**src/rtl/pc_stack_pkg.sv**
```systemverilog
// pc_stack_pkg
// Shared definitions for the pc_stack block:
//   op_t         - the single operation executed on a clock edge
//   encode_op()  - priority encoder from the raw strobes (ret > call > load > inc)
//   MIN_DEPTH,
//   depth_legal() - legality check for the return-stack DEPTH parameter
package pc_stack_pkg;

  typedef enum logic [2:0] {
    OP_HOLD,
    OP_INC,
    OP_LOAD,
    OP_CALL,
    OP_RET
  } op_t;

  localparam int MIN_DEPTH = 2;

  // DEPTH must be a power of two so the circular pointer wraps for free.
  function automatic bit depth_legal(input int d);
    return (d >= MIN_DEPTH) && ((d & (d - 1)) == 0);
  endfunction

  function automatic op_t encode_op(input logic load, input logic inc,
                                    input logic call, input logic ret);
    if (ret)       return OP_RET;
    else if (call) return OP_CALL;
    else if (load) return OP_LOAD;
    else if (inc)  return OP_INC;
    else           return OP_HOLD;
  endfunction

endpackage

```
**src/rtl/pc_stack_if.sv**
```systemverilog
// pc_stack_if
// Groups the decoder-side controls and the PC/status outputs of pc_stack.
//   master : drives in/load/inc/call/ret/clr_err, observes out and status
//   slave  : the pc_stack side
// Parameters WIDTH and DEPTH must match the attached pc_stack.
interface pc_stack_if #(
  parameter int WIDTH = 16,
  parameter int DEPTH = 8
);
  localparam int DW = $clog2(DEPTH) + 1;

  logic [WIDTH-1:0] in;
  logic             load;
  logic             inc;
  logic             call;
  logic             ret;
  logic             clr_err;
  logic [WIDTH-1:0] out;
  logic [DW-1:0]    depth;
  logic             full;
  logic             empty;
  logic             overflow;
  logic             underflow;

  modport master (
    output in, load, inc, call, ret, clr_err,
    input  out, depth, full, empty, overflow, underflow
  );

  modport slave (
    input  in, load, inc, call, ret, clr_err,
    output out, depth, full, empty, overflow, underflow
  );
endinterface

```
**src/rtl/pc_stack_lifo_stack.sv**
```systemverilog
// lifo_stack
// Return-address LIFO used by pc_stack.
//   clock, reset (async, active-low)
//   push/push_data : store an entry on top
//   pop/pop_data   : pop_data always shows the current top entry
//   depth/full/empty : occupancy, decoded from the count register
// Optional macro PC_STACK_CIRCULAR_EN: a push while full overwrites the
// oldest entry instead of being dropped.
module lifo_stack #(
  parameter int WIDTH = 16,
  parameter int DEPTH = 8,
  localparam int PW = $clog2(DEPTH),
  localparam int DW = PW + 1
) (
  input  logic             clock,
  input  logic             reset,
  input  logic             push,
  input  logic             pop,
  input  logic [WIDTH-1:0] push_data,
  output logic [WIDTH-1:0] pop_data,
  output logic [DW-1:0]    depth,
  output logic             full,
  output logic             empty
);

  logic [WIDTH-1:0] mem [DEPTH];
  logic [PW-1:0]    ptr;
  logic [DW-1:0]    count;
  logic             do_push;
  logic             do_pop;

  assign full     = (count == DW'(DEPTH));
  assign empty    = (count == '0);
  assign depth    = count;
  // ptr is the next free slot, so the top lives one below it (mod DEPTH).
  assign pop_data = mem[ptr - PW'(1)];

  assign do_pop = pop && !empty;
`ifdef PC_STACK_CIRCULAR_EN
  assign do_push = push && !pop;
`else
  assign do_push = push && !pop && !full;
`endif

  // Pointer and occupancy; in circular mode count saturates at DEPTH while
  // ptr keeps advancing over the oldest entry.
  always_ff @(posedge clock or negedge reset) begin
    if (!reset) begin
      ptr   <= '0;
      count <= '0;
    end else if (do_pop) begin
      ptr   <= ptr - PW'(1);
      count <= count - DW'(1);
    end else if (do_push) begin
      ptr   <= ptr + PW'(1);
      count <= full ? count : count + DW'(1);
    end
  end

  // Entry storage needs no reset: contents are only read below count.
  always_ff @(posedge clock) begin
    if (do_push) mem[ptr] <= push_data;
  end

endmodule

```
**src/rtl/pc_stack.sv**
```systemverilog
// pc_stack
// Program counter with a hardware return-address stack.
//   clock : rising-edge clock
//   reset : asynchronous, active-low
//   bus   : pc_stack_if.slave
//           in/load/inc/call/ret/clr_err in; out/depth/full/empty/
//           overflow/underflow out (all registered)
// Priority per edge: ret > call > load > inc > hold.
// Optional macro PC_STACK_CIRCULAR_EN: circular return stack, overflow tied 0.
module pc_stack
  import pc_stack_pkg::*;
#(
  parameter int               WIDTH     = 16,
  parameter int               DEPTH     = 8,
  parameter logic [WIDTH-1:0] STEP      = WIDTH'(1),
  parameter logic [WIDTH-1:0] RESET_VAL = '0
) (
  input  logic       clock,
  input  logic       reset,
  pc_stack_if.slave  bus
);

  localparam int DW = $clog2(DEPTH) + 1;

  if (!depth_legal(DEPTH)) begin : g_bad_depth
    $error("pc_stack: DEPTH must be a power of two and at least 2");
  end

  op_t              op;
  logic [WIDTH-1:0] pc;
  logic [WIDTH-1:0] pc_next_seq;
  logic [WIDTH-1:0] top_data;
  logic [DW-1:0]    stk_depth;
  logic             stk_full;
  logic             stk_empty;
  logic             underflow_q;

  assign op          = encode_op(bus.load, bus.inc, bus.call, bus.ret);
  assign pc_next_seq = pc + STEP;

  lifo_stack #(.WIDTH(WIDTH), .DEPTH(DEPTH)) u_stack (
    .clock     (clock),
    .reset     (reset),
    .push      (op == OP_CALL),
    .pop       (op == OP_RET),
    .push_data (pc_next_seq),
    .pop_data  (top_data),
    .depth     (stk_depth),
    .full      (stk_full),
    .empty     (stk_empty)
  );

  always_ff @(posedge clock or negedge reset) begin
    if (!reset) begin
      pc <= RESET_VAL;
    end else begin
      case (op)
        OP_RET:  if (!stk_empty) pc <= top_data;
        OP_CALL: pc <= bus.in;
        OP_LOAD: pc <= bus.in;
        OP_INC:  pc <= pc_next_seq;
        default: pc <= pc;
      endcase
    end
  end

  // A newly raised error takes precedence over clr_err on the same edge.
  always_ff @(posedge clock or negedge reset) begin
    if (!reset)                          underflow_q <= 1'b0;
    else if (op == OP_RET && stk_empty)  underflow_q <= 1'b1;
    else if (bus.clr_err)                underflow_q <= 1'b0;
  end

`ifdef PC_STACK_CIRCULAR_EN
  assign bus.overflow = 1'b0;
`else
  logic overflow_q;

  always_ff @(posedge clock or negedge reset) begin
    if (!reset)                          overflow_q <= 1'b0;
    else if (op == OP_CALL && stk_full)  overflow_q <= 1'b1;
    else if (bus.clr_err)                overflow_q <= 1'b0;
  end

  assign bus.overflow = overflow_q;
`endif

  assign bus.out       = pc;
  assign bus.depth     = stk_depth;
  assign bus.full      = stk_full;
  assign bus.empty     = stk_empty;
  assign bus.underflow = underflow_q;

endmodule

```
**src/flat_wrapper.sv**
```systemverilog
// flat-port wrapper written by rule: the top's interface ports become plain ports
module pc_stack_flat import pc_stack_pkg::*;
#(
  parameter int               WIDTH     = 16,
  parameter int               DEPTH     = 8,
  parameter logic [WIDTH-1:0] STEP      = WIDTH'(1),
  parameter logic [WIDTH-1:0] RESET_VAL = '0
)
  (clock, reset, bus_in, bus_load, bus_inc, bus_call, bus_ret, bus_clr_err, bus_out, bus_depth, bus_full, bus_empty, bus_overflow, bus_underflow);
  pc_stack_if #(.WIDTH(WIDTH), .DEPTH(DEPTH)) bus_i ();
  input  logic clock;
  input  logic reset;
  input wire logic [$bits(bus_i.in)-1:0] bus_in;
  input wire logic [$bits(bus_i.load)-1:0] bus_load;
  input wire logic [$bits(bus_i.inc)-1:0] bus_inc;
  input wire logic [$bits(bus_i.call)-1:0] bus_call;
  input wire logic [$bits(bus_i.ret)-1:0] bus_ret;
  input wire logic [$bits(bus_i.clr_err)-1:0] bus_clr_err;
  output wire logic [$bits(bus_i.out)-1:0] bus_out;
  output wire logic [$bits(bus_i.depth)-1:0] bus_depth;
  output wire logic [$bits(bus_i.full)-1:0] bus_full;
  output wire logic [$bits(bus_i.empty)-1:0] bus_empty;
  output wire logic [$bits(bus_i.overflow)-1:0] bus_overflow;
  output wire logic [$bits(bus_i.underflow)-1:0] bus_underflow;
  assign bus_i.in = bus_in;
  assign bus_i.load = bus_load;
  assign bus_i.inc = bus_inc;
  assign bus_i.call = bus_call;
  assign bus_i.ret = bus_ret;
  assign bus_i.clr_err = bus_clr_err;
  assign bus_out = bus_i.out;
  assign bus_depth = bus_i.depth;
  assign bus_full = bus_i.full;
  assign bus_empty = bus_i.empty;
  assign bus_overflow = bus_i.overflow;
  assign bus_underflow = bus_i.underflow;
  pc_stack #(.WIDTH(WIDTH), .DEPTH(DEPTH), .STEP(STEP), .RESET_VAL(RESET_VAL)) u_core (.clock(clock), .reset(reset), .bus(bus_i));
endmodule
```
**config.mk**
```make
export PLATFORM = sky130hd
export DESIGN_NAME = pc_stack_flat
export DESIGN_NICKNAME = d
export VERILOG_FILES = /design/src/rtl/pc_stack_pkg.sv /design/src/rtl/pc_stack_if.sv /design/src/rtl/pc_stack_lifo_stack.sv /design/src/rtl/pc_stack.sv /design/src/flat_wrapper.sv
export SDC_FILE = /design/constraint.sdc
export NUM_CORES = 1
export LEC_CHECK = 0
export BUFFER_PORTS_ARGS = -buffer_cell sky130_fd_sc_hd__buf_2
export CAP_MARGIN = 10
export CORE_MARGIN = 2
export CORE_UTILIZATION = 62
export CTS_BUF_LIST = sky130_fd_sc_hd__clkbuf_8
export CTS_CLUSTER_SIZE = 40
export DETAILED_ROUTE_END_ITERATION = 7
export PLACE_DENSITY = 0.85
export SYNTH_ARGS = -nofsm -noshare
export SYNTH_HDL_FRONTEND = slang
export SYNTH_SLANG_ARGS = --single-unit
```
**constraint.sdc**
```tcl
create_clock -name clock -period 3.29 [get_ports clock]
set_input_delay 0.329 -clock clock [delete_from_list [all_inputs] [get_ports clock]]
set_output_delay 0.329 -clock clock [all_outputs]
set_load 0.005 [all_outputs]
```
* Yosys cells after proc, flatten, opt, wreduce, memory -nomap -nowiden
Memories as Yosys holds them, arrays and structs flattened.
Index checks and enable logic that the tools add are counted.
** Cells by class
- Add/sub/neg operators :: 5
- Equal/unequal tests :: 7
- Muxes and demuxes :: 16
- Reductions and logical operators :: 16
** Operator list (number)
- 16-bit case mux with 3 select lines :: 1
- 16-bit by 1-bit adder with 16-bit output, second input constant :: 1
- 16-bit two-way mux :: 1
- 3-bit two-way mux :: 5
- 4-bit two-way mux :: 3
- 3-bit by 2-bit equality test with 1-bit output, second input constant :: 2
- 1-bit two-way mux :: 6
- 2-bit nonzero test :: 3
- 1-bit logical AND :: 5
- 4-bit by 1-bit adder with 4-bit output, second input constant :: 1
- 4-bit equality test, second input constant :: 1
- 4-bit logical NOT :: 1
- 2-bit != test, second input constant :: 2
- 2-bit AND reduction :: 2
- 4-bit by 1-bit subtractor with 4-bit output, second input constant :: 1
- 3-bit by 1-bit adder with 3-bit output, second input constant :: 1
- 3-bit by 1-bit equality test with 1-bit output, second input constant :: 1
- 3-bit equality test, second input constant :: 1
- 1-bit logical NOT :: 3
- 3-bit nonzero test :: 1
- 3-bit by 1-bit subtractor with 3-bit output, second input constant :: 1
- 2-bit OR reduction :: 1
** Storage, ports and cells
- Flip-flop bits (word level) :: 25
- Memory bits (writable) :: 128
- Output and inout port bits :: 24
- Logic and storage cells :: 50
- Memories :: 1
** Memory list
- u_core.u_stack.mem :: words 8, width 16, rd ports 1, clocked after memory_dff 0, wr ports 1, line pc_stack_lifo_stack.sv:26 : logic [WIDTH-1:0] mem [DEPTH];

* Logic depth before layout (Yosys ltp)
Gate-level depths: netlist of the first run.
- Depth after elaboration :: 10
- Gate-level depth with buffers :: 11
- Gate-level depth less buffers :: 7

* Modules after synthesis
Synthesis of the first run repeated with hierarchy kept, for this count alone.
** Second synthesis, totals
- Cell total of the unflattened synthesis :: 410
- Area, all modules :: 6796.5 sq um
** Modules (own cells, without submodules)
- lifo_stack :: instances 1, cells each 241, area an instance 5387.7 sq um
- pc_stack :: instances 1, cells each 169, area an instance 1408.9 sq um

* Worst setup path after synthesis of the first run
Ideal clock, no wire load.
- Kind :: reg-to-reg
- From :: register u_core.u_stack.ptr[0]
- To :: memory u_core.u_stack.mem[0][0] (enable)
- Library setup time :: 0.430 ns
- Data arrival time :: 2.422 ns
- Data required time :: 2.860 ns
- Setup slack :: 0.438 ns
- Stages on the path, launching flop included :: 4
- Buffers on the path :: 2
- Cell sequence :: dfrtp_1 buf_6 buf_2 nor4_1
** RTL lines
- from (decl) :: line pc_stack_lifo_stack.sv:27 : logic [PW-1:0] ptr;
- from (signal assigned) :: line pc_stack_lifo_stack.sv:52 : ptr <= ptr - PW'(1);
- from (signal assigned) :: line pc_stack_lifo_stack.sv:55 : ptr <= ptr + PW'(1);
- to (decl) :: line pc_stack_lifo_stack.sv:26
Straight into the memory's write port.

* Worst setup path in the final report of the first run
- From :: register u_core.pc[1] (netlist: u_core.bus.out[1])
- To :: memory u_core.u_stack.mem[6][10], data pin
** On the way
- Word-level cells in the longest chain between the ends :: 1
** RTL lines
- from (decl) :: line pc_stack.sv:30 : logic [WIDTH-1:0] pc;
- from (signal assigned) :: line pc_stack.sv:58 : OP_RET: if (!stk_empty) pc <= top_data;
- from (signal assigned) :: line pc_stack.sv:59 : OP_CALL: pc <= bus.in;
- from (signal assigned) :: line pc_stack.sv:60 : OP_LOAD: pc <= bus.in;
- 16-bit by 1-bit adder with 16-bit output :: line pc_stack.sv:39 : assign pc_next_seq = pc + STEP;
- named net u_core.pc_next_seq[10] :: line pc_stack.sv:31 : logic [WIDTH-1:0] pc_next_seq;
The timed path passes the listed nets, and every way through them passes these cells.

==> results.sh, run 1 <==
export IMPL_clockRootBuffer="clkbuf_8"
export IMPL_cp_required_ns=3.44
export IMPL_fp_row_count=37
export IMPL_grt_usage_pct=29.3
export IMPL_status="complete, no violations"
export IMPL_synth_cell_types=48
export IMPL_end_kind="register"
export IMPL_finalCritPeriodShare_pct=73.5
export IMPL_layout_min_cycle_time_ns=2.42
export IMPL_tritoncts="done"
export IMPL_drtAntennaViolNets=0
export IMPL_worstSetupPathType="reg -> reg"
export IMPL_io_pins=47
export IMPL_syn_inst=413
export IMPL_overflow=0
export IMPL_yosysWarningCount=0
export IMPL_fin_skew_ns=0.0107
export IMPL_grt_pass1_wl_um=23700
export IMPL_crit_fanout=9
export IMPL_htreeDepth=4
export IMPL_peakVddDrop_mv=0.449
export IMPL_slew_headroom_pct=51.8
export IMPL_powerDensity_nw_per_um2=958
export IMPL_power_share_sequential_pct=42.7
export IMPL_fin_util_pct=72.7
export IMPL_hold_class="in -> reg"
export IMPL_p_clk_share_pct=21.2
export IMPL_total_power_uw=7160
export IMPL_max_freq_mhz=413
export IMPL_cts_reportedPaths_clkPinSlew_ns=0.08
export IMPL_ys_ff_latch=153
export IMPL_vias=4195
export IMPL_grt_max_degree=26
export IMPL_syn_area_um2=6560
export IMPL_clk_latency_ns=0.45
export IMPL_setup_tns_ns=0
export IMPL_port_buffer_count=46
export IMPL_tightest_slew_ns=0.718
export IMPL_core_um2=10300
export IMPL_clock_sinks=153
export IMPL_cts_buffer_depth=2
export IMPL_syn_avg_cell_area_um2=15.9
export IMPL_synthArstFlopShare_pct=16.3
export IMPL_worstPathArrival_ns=2.57
export IMPL_yosysSeqAreaShare_pct=68.2
export IMPL_place_gp_congestion=0.833
export IMPL_n_antenna_cell=0
export IMPL_place_hpwl_um=9620
export IMPL_p_leak_uw=0.00266
export IMPL_syn_nets=440
export IMPL_power_switching_share_pct=35.4
export IMPL_synth_edf_count=128
export IMPL_layout_common_cells="128 x edfxtp_1, 46 x buf_2, 40 x nand2_1"
export IMPL_antenna_found_initial=0
export IMPL_routed_wl_um=15600
export IMPL_cts_inserted_buffers=17
export IMPL_synth_flop_cell="edfxtp_1"
export IMPL_nets=507
export IMPL_drv_slew=0
export IMPL_cts_post_setup_buffers_inserted=0
export IMPL_p_int_uw=4630
export IMPL_viasPerCell=6.67
export IMPL_area_growth_pct=14.0
export IMPL_dr_pass1_iters=6
export IMPL_initial_utilization_pct=63.8
export IMPL_drc=0
export IMPL_setup_viol=0
export IMPL_switching_power_uw=2530
export IMPL_grt_pass1_vias=4239
export IMPL_dr_first_iter_drc_count=712
export IMPL_die_h_um=107
export IMPL_drive_gt1_share_pct=29.6
export IMPL_cp_start_kind="register"
export IMPL_routedWlPerCell_um=24.8
export IMPL_rsz0062_at_grt="false"
export IMPL_hold_viol=0
export IMPL_p_comb_share_pct=36.1
export IMPL_fp_dieW_um=107
export IMPL_die_area_um2=11400
export IMPL_drv_cap=0
export IMPL_layout_commonest_cell="edfxtp_1"
==> kinds of logic after synthesis <==
group                      Yosys count  share of synthesized area, %
DFF                                153                          68.2
and+or+nand+nor                    104                          7.98
AOI/OAI and AO/OA                   65                          6.37
muxes                               36                          11.6
buffers and inverters               32                          2.44
xor gates and xnor gates            19                          2.65
adders and majority gates            4                         0.763
==> cells in the mapped netlist, types with 2 or more instances <==
library cell  number  share of area [%]
o21ai_0            9               0.69
a22oi_1            3               0.34
o22a_1             2               0.27
nor4_2             3               0.57
nor2_1            22                1.3
nor3b_1            2               0.23
buf_4              2               0.23
nor3_1            11               0.84
ha_1               4               0.76
xnor2_1            9                1.2
nand3_1            8               0.61
dfrtp_1           25                9.5
o21ai_1            2               0.15
mux4_2            32                 11
mux2i_1            3               0.46
nand2b_1           4               0.38
xor2_1             9                1.2
edfxtp_1         128                 59
buf_2             13               0.99
a21oi_2            2               0.27
or3_1              3               0.29
nand2_1           40                2.3
inv_1             11               0.63
nand4_1            3               0.29
a21oi_1           29                2.2
a221oi_1           9                1.2
buf_6              2               0.34
clkbuf_1           3               0.17
==> routing by layer <==
layer	GRT usage, %	part of all wire, %
met4	16.5	4.7
met5	0	0
met2	44.6	48
met1	38.1	36
met3	8.81	11
==> metrics by stage <==
step                      std cells  cell area [um2]  hold WS (ns)  setup WS [ns]
after floorplan                 413             6560        0.0334          0.438
after global placement          596             7030         0.373           1.11
after detailed placement        596             7030         0.384          0.984
after CTS                       629             7470        0.0594          0.961
after global routing            629             7470        0.0806          0.796
final                           629             7470        0.0831          0.871
==> sequential cells by signal, indices dropped and copies added (netlist names) <==
register              flops
u_core.bus.overflow       1
u_core.u_stack.depth      4
u_core.bus.out           16
u_core.bus.underflow      1
u_core.u_stack.mem      128
u_core.u_stack.ptr        3
==> critical path, cell delays in order, from the launching register on <==
cell     delay, ns
dfrtp_1       0.49
ha_1          0.34
nand3_1       0.20
nor2_1        0.34
nand3_1       0.16
xnor2_1       0.61
==> worst paths after layout <==
kind	from	depth (start not counted)	end	slack, ns
setup / recovery	u_core.bus.out[1]	5	u_core.u_stack.mem[6][10]	0.87
hold / removal	bus_clr_err	2	u_core.bus.overflow	0.08
setup reg to reg	u_core.bus.out[1]	5	u_core.u_stack.mem[6][10]	0.87
hold reg to reg	u_core.bus.overflow	2	u_core.bus.overflow	0.53
max in group asynchronous	reset	2	u_core.u_stack.ptr[0]	2.40
min in group asynchronous	reset	2	u_core.u_stack.depth[0]	0.43
==> layout make-up <==
cell class,instances,area (um2)
Tap cell,136,170
Clock inverter,14,181
Multi-Input combinational cell,228,1960
Timing Repair Buffer,69,405
Sequential cell,153,4470
Inverter,11,41.3
Clock buffer,18,248
Fill cell,634,2800
==> timing repair <==
item	4_1_cts	5_1_grt
hold endpoints to repair	25	0
resized for setup	0	0
hold buffers	1	0
==> power groups by stage <==
stage	sequential [uW]	combinational [uW]	clock, uW
2_1_floorplan	2940	1830	0
3_3_place_gp	3050	2410	0
3_5_place_dp	3080	2530	0
4_1_cts	3040	2560	1530
5_1_grt	3080	2770	1610
6_report	3060	2580	1520
Power figures use the tool's default switching activity.
==> run 2: changes to the inputs <==
--- a/config.mk
+++ b/config.mk
@@ -8,11 +8,11 @@
 export BUFFER_PORTS_ARGS = -buffer_cell sky130_fd_sc_hd__buf_2
 export CAP_MARGIN = 10
 export CORE_MARGIN = 2
-export CORE_UTILIZATION = 62
+export CORE_UTILIZATION = 56
 export CTS_BUF_LIST = sky130_fd_sc_hd__clkbuf_8
 export CTS_CLUSTER_SIZE = 40
 export DETAILED_ROUTE_END_ITERATION = 7
-export PLACE_DENSITY = 0.85
+export PLACE_DENSITY = 0.81
 export SYNTH_ARGS = -nofsm -noshare
 export SYNTH_HDL_FRONTEND = slang
 export SYNTH_SLANG_ARGS = --single-unit
==> constraint.sdc (replaced) <==
create_clock -name clock -period 2 [get_ports clock]
set_input_delay 0.2 -clock clock [delete_from_list [all_inputs] [get_ports clock]]
set_output_delay 0.2 -clock clock [all_outputs]
set_load 0.005 [all_outputs]
==> results.sh, run 2 (synthesized netlist as in run 1, its figures left out) <==
export IMPL_status="complete, no violations"
export IMPL_cts_inserted_buffers=17
export IMPL_initial_utilization_pct=57.4
export IMPL_dr_pass1_iters=5
export IMPL_drv_slew=0
export IMPL_peakVddDrop_mv=0.821
export IMPL_max_freq_mhz=517
export IMPL_largest_register="u_core.u_stack.mem"
export IMPL_clockRootBuffer="clkbuf_8"
export IMPL_largest_register_ff_count=128
export IMPL_clock_sinks=153
export IMPL_n_antenna_cell=0
export IMPL_overflow=0
export IMPL_routed_wl_um=15100
export IMPL_finalCritPeriodShare_pct=96.6
export IMPL_die_h_um=112
export IMPL_nets=532
export IMPL_layout_common_cells="128 x edfxtp_1, 46 x buf_2, 40 x nand2_1"
export IMPL_routedWlPerCell_um=22.8
export IMPL_core_um2=11400
export IMPL_preCtsSetupSlack_ns=-0.00357
export IMPL_viasPerCell=6.22
export IMPL_dr_first_iter_drc_count=404
export IMPL_antenna_found_initial=0
export IMPL_total_power_uw=12100
export IMPL_place_gp_congestion=0.841
export IMPL_hold_viol=0
export IMPL_placed_area_um2=7370
export IMPL_crit_fanout=22
export IMPL_grt_pass1_wl_um=23400
export IMPL_port_buffer_count=46
export IMPL_powerDensity_nw_per_um2=1540
export IMPL_drtAntennaViolNets=0
export IMPL_fin_skew_ns=0.0100
export IMPL_slowest_delay_ns=0.53
export IMPL_drive_gt1_share_pct=34.7
export IMPL_worstPathArrival_ns=2.22
export IMPL_setup_viol=0
export IMPL_grt_pass1_vias=4118
export IMPL_grt_usage_pct=25.2
export IMPL_p_leak_uw=0.00283
export IMPL_io_pins=47
export IMPL_grt_max_degree=26
export IMPL_die_area_um2=12600
export IMPL_vias=4112
export IMPL_worstSetupPathType="reg -> reg"
export IMPL_fp_dieW_um=112
export IMPL_tightest_slew_ns=0.707
export IMPL_drc=0
export IMPL_layout_commonest_cell="edfxtp_1"
export IMPL_slowest_stage="mux4_2"
export IMPL_drv_cap=0
export IMPL_tritoncts="done"
export IMPL_clk_latency_ns=0.45
export IMPL_end_kind="register"
export IMPL_fp_row_count=39
export IMPL_r2r_setup_slack_ns=0.07
export IMPL_postLayoutSetupSlackWorst_ns=0.0676
export IMPL_area_growth_pct=19.4
export IMPL_crit_family="multiplexers"
export IMPL_htreeDepth=4
export IMPL_slew_headroom_pct=52.5
export IMPL_place_hpwl_um=9880
export IMPL_hold_class="in -> reg"
export IMPL_final_cell_area_um2=7830
export IMPL_layout_min_cycle_time_ns=1.93
export IMPL_critical_path_buf_inv_count=2
export IMPL_cts_reportedPaths_clkPinSlew_ns=0.07
export IMPL_cts_buffer_depth=2
export IMPL_cp_required_ns=2.29
export IMPL_crit_chain="buf_4, buf_12, mux4_2, nor3b_1, a221oi_2, a41oi_1"
export IMPL_cp_start_kind="register"
==> run 2: changes by cell type in the layout (fill, tap and decap cells not counted), moves of 3 or more <==
cell      previous run  this run
buf_4               22        36
buf_12               0         9
a221oi_1             9         6
a221oi_2             1         4
nor2_1              22        19
nor2_2               0         3
==> run 2: final timing paths <==
kind | from | endpoint | depth (start not counted)
max | u_core.u_stack.ptr[0] | u_core.bus.out[9] | 6
min | bus_in[8] | u_core.bus.out[8] | 3
max reg2reg | u_core.u_stack.ptr[0] | u_core.bus.out[9] | 6
min reg2reg | u_core.bus.overflow | u_core.bus.overflow | 2
max in group asynchronous | reset | u_core.u_stack.ptr[0] | 2
min in group asynchronous | reset | u_core.bus.out[5] | 2
==> run 2: what timing repair did <==
action	in CTS	in global routing
buffers inserted	0	2
hold endpoints to repair	28	0
cloned	0	0
gates resized for setup	1	4
hold buffers	3	0
endpoints found under the setup margin	1	22
pin swaps	0	0
==> run 2: routing by layer <==
| layer | vias to the layer above | global-route usage [%] | routed length (um) |
|---|---|---|---|
| met4 | 0 | 9.27 | 410 |
| met5 | - | 0 | 0 |
| met3 | 42 | 5.08 | 1210 |
| met2 | 219 | 40.0 | 7390 |
| met1 | 2058 | 35.3 | 6050 |
| li1 | 1793 | - | - |
==> run 2: power breakdown <==
group	internal, uW	total [uW]	switching, uW
combinational	2300	5020	2710
clock	1150	2220	1070
sequential	4430	4850	414
total	7880	12100	4200
==> run 2: final cells by class <==
| class | count | area (um2) |
|---|---|---|
| clock buffer | 19 | 262 |
| clock inverter | 13 | 118 |
| fill | 741 | 3590 |
| inverter | 11 | 43.8 |
| multi-input combinational | 228 | 2040 |
| sequential | 153 | 4470 |
| tap | 143 | 179 |
| timing repair buffer | 94 | 711 |
==> run 2: tightest hold or removal path, stage by stage <==
cell and delay, ns:
buf_2 0.08, a21oi_1 0.06, nand2_1 0.08
==> run 2: through the flow <==
step / util, % / instances / TNS (ns) / hold WS, ns
floorplan: - / 413 / -24.07 / -0.0956
global placement: 64.5 / 624 / 0 / 0.253
detailed placement: 64.5 / 624 / -0.00357 / 0.243
CTS: 68.2 / 659 / 0 / 0.00419
global route: 68.5 / 661 / -0.00165 / 0.0140
finish: 68.5 / 661 / 0 / 0.0104
==> run 3: changes to the inputs <==
--- a/config.mk
+++ b/config.mk
@@ -5,14 +5,15 @@
 export SDC_FILE = /design/constraint.sdc
 export NUM_CORES = 1
 export LEC_CHECK = 0
+export ABC_AREA = 1
 export BUFFER_PORTS_ARGS = -buffer_cell sky130_fd_sc_hd__buf_2
 export CAP_MARGIN = 10
 export CORE_MARGIN = 2
-export CORE_UTILIZATION = 56
+export CORE_UTILIZATION = 57
 export CTS_BUF_LIST = sky130_fd_sc_hd__clkbuf_8
 export CTS_CLUSTER_SIZE = 40
 export DETAILED_ROUTE_END_ITERATION = 7
-export PLACE_DENSITY = 0.81
+export PLACE_DENSITY = 0.82
 export SYNTH_ARGS = -nofsm -noshare
 export SYNTH_HDL_FRONTEND = slang
 export SYNTH_SLANG_ARGS = --single-unit
==> results.sh, run 3 <==
export IMPL_layout_common_cells="155 x nand2_1, 128 x edfxtp_1, 124 x nor2_1"
export IMPL_reg2reg_depth=7
export IMPL_die_area_um2=13100
export IMPL_min_to="u_core.bus.out[1]"
export IMPL_clk_latency_ns=0.45
export IMPL_power_switching_share_pct=42.3
export IMPL_grt_usage_pct=27.4
export IMPL_slew_headroom_pct=58.5
export IMPL_grt_max_degree=68
export IMPL_p_int_uw=7880
export IMPL_worstSetupPathType="reg -> reg"
export IMPL_synth_flop_cell="edfxtp_1"
export IMPL_initial_utilization_pct=58.1
export IMPL_postLayoutSetupSlackWorst_ns=0.0651
export IMPL_switching_power_uw=5780
export IMPL_worstPathArrival_ns=2.09
export IMPL_fin_util_pct=66.4
export IMPL_io_pins=47
export IMPL_cp_required_ns=2.16
export IMPL_fp_row_count=40
export IMPL_antenna_found_initial=0
export IMPL_r2r_setup_slack_ns=0.07
export IMPL_hold_viol=0
export IMPL_syn_area_um2=6940
export IMPL_htreeDepth=4
export IMPL_worst_hold_slack_ns=0.0509
export IMPL_end_kind="register"
export IMPL_synth_commonest_cells="155 x nand2_1, 128 x edfxtp_1, 124 x nor2_1, 73 x o21ai_0, 43 x inv_1"
export IMPL_place_gp_congestion=0.980
export IMPL_powerDensity_nw_per_um2=1720
export IMPL_tritoncts="done"
export IMPL_p_comb_share_pct=45.8
export IMPL_grt_pass1_vias=5298
export IMPL_tightest_slew_ns=0.622
export IMPL_syn_avg_cell_area_um2=9.98
export IMPL_clockRootBuffer="clkbuf_8"
export IMPL_grt_pass1_wl_um=27000
export IMPL_hold_class="in -> reg"
export IMPL_dr_pass1_iters=5
export IMPL_drc=0
export IMPL_p_leak_uw=0.00323
export IMPL_nets=790
export IMPL_drv_slew=0
export IMPL_hold_path_depth=3
export IMPL_reg2reg_from="u_core.u_stack.depth[0]"
export IMPL_vias=5380
export IMPL_area_growth_pct=14.4
export IMPL_routed_wl_um=17100
export IMPL_viasPerCell=5.83
export IMPL_status="complete, no violations"
export IMPL_layout_min_cycle_time_ns=1.93
export IMPL_layout_commonest_cell="nand2_1"
export IMPL_drv_cap=0
export IMPL_die_h_um=114
export IMPL_yosysWarningCount=0
export IMPL_syn_inst=696
export IMPL_max_freq_mhz=517
export IMPL_place_hpwl_um=11000
export IMPL_overflow=0
export IMPL_cts_post_setup_buffers_inserted=0
export IMPL_drtAntennaViolNets=0
export IMPL_core_um2=12000
export IMPL_n_antenna_cell=0
export IMPL_synthArstFlopShare_pct=16.3
export IMPL_drive_gt1_share_pct=15.5
export IMPL_cp_start_kind="register"
export IMPL_synth_cell_types=31
export IMPL_largest_register="u_core.u_stack.mem"
export IMPL_synthTopCellsByArea="edfxtp_1 55%, dfrtp_1 9.0%, nand2_1 8.4%, nor2_1 6.7%, o21ai_0 5.3%"
export IMPL_cts_buffer_depth=2
export IMPL_dr_first_iter_drc_count=578
export IMPL_preCtsSetupSlack_ns=-0.00583
export IMPL_clock_sinks=153
export IMPL_setup_viol=0
export IMPL_ys_ff_latch=153
export IMPL_peakVddDrop_mv=1.02
export IMPL_fp_dieW_um=114
export IMPL_fin_skew_ns=0.0124
export IMPL_synth_most_common_cell="nand2_1"
export IMPL_cts_inserted_buffers=17
export IMPL_finalCritPeriodShare_pct=96.7
export IMPL_routedWlPerCell_um=18.5
export IMPL_synth_largest_area_cell="edfxtp_1"
export IMPL_crit_fanout=9
export IMPL_reg2reg_to="u_core.u_stack.mem[7][3]"
export IMPL_hold_start="bus_in[1]"
export IMPL_power_share_sequential_pct=35.6
export IMPL_synth_top_area_share_pct=55.4
export IMPL_cts_reportedPaths_clkPinSlew_ns=0.08
export IMPL_p_clk_share_pct=18.6
export IMPL_largest_register_ff_count=128
export IMPL_yosysSeqAreaShare_pct=64.4
export IMPL_syn_nets=723
export IMPL_synth_edf_count=128
export IMPL_port_buffer_count=46
[run 3: cell count changes after synthesis, moves of 11 or more]
cell     previous run  this run
a21oi_1            29        18
nor2_1             22       124
nand2_1            40       155
o21ai_1             2        19
mux4_2             32         0
inv_1              11        43
o21ai_0             9        73
nand3_1             8        32
[run 3: final cells by class]
| type | instances | area (um2) |
|---|---|---|
| flip-flops and latches | 153 | 4470 |
| fillers | 857 | 4020 |
| multi-input cells | 467 | 2130 |
| repair buffers | 76 | 532 |
| clock buffers | 18 | 248 |
| clock inverters | 14 | 196 |
| inverters | 48 | 185 |
| well taps | 147 | 184 |
[run 3: worst max-delay path by stage]
stage | end | slack (ns) | cells after the start | start
final | u_core.u_stack.mem[7][3] | 0.07 | 7 | u_core.u_stack.depth[0]
after global routing | u_core.bus.out[14] | -0.0009 | 12 | u_core.u_stack.ptr[1]
after CTS | u_core.bus.out[12] | 0.02 | 12 | u_core.u_stack.ptr[1]
after detailed placement | u_core.bus.out[3] | -0.006 | 9 | u_core.u_stack.ptr[1]
after global placement | u_core.bus.out[0] | 0.06 | 11 | u_core.u_stack.ptr[0]
after floorplan | u_core.bus.out[9] | 0.03 | 15 | u_core.u_stack.ptr[0]
[run 3: power groups by stage]
stage	Sequential [uW]	Combinational [uW]	Clock (uW)
after global placement	4880	5720	0
after CTS	4840	6020	2580
after floorplan	4830	4010	0
after global routing	4910	6930	2680
after detailed placement	4900	5900	0
final	4860	6250	2540
[run 3: metrics by stage]
stage	TNS (ns)	instance area [um2]	instances	total power (uW)
finish	0	7940	923	13700
floorplan	0	6940	696	8840
global route	-0.000853	7940	923	14500
detailed placement	-0.00583	7430	888	10800
global placement	0	7430	888	10600
CTS	0	7910	923	13400
[run 3: kinds of logic after synthesis]
family	synth area share (%)
compound gates	9.19
fa+ha+maj	0.721
flops	64.4
xor+xnor	1.24
simple gates	19.3
buf+inv	5.19
[run 3: what timing repair did]
action	in CTS	in global routing
hold buffers	3	0
endpoints found under the setup margin	7	24
gates resized for setup	2	9
endpoints found under the hold margin	28	0
[run 3: metal layers]
| layer | vias up | global-route usage, % | share of wire [%] |
|---|---|---|---|
| met3 | 42 | 5.19 | 10 |
| met5 | - | 0 | 0 |
| li1 | 2492 | - | - |
| met1 | 2494 | 36.8 | 39 |
| met2 | 352 | 43.8 | 48 |
| met4 | 0 | 12.5 | 2.8 |
[run 3: critical path: stages (launching register included)]
cell and delay [ns]:
dfrtp_1 0.48, nor2_2 0.06, nand3_1 0.10, nand3_1 0.17, inv_1 0.15, nand2_1 0.12
nor2_1 0.28, buf_4 0.26
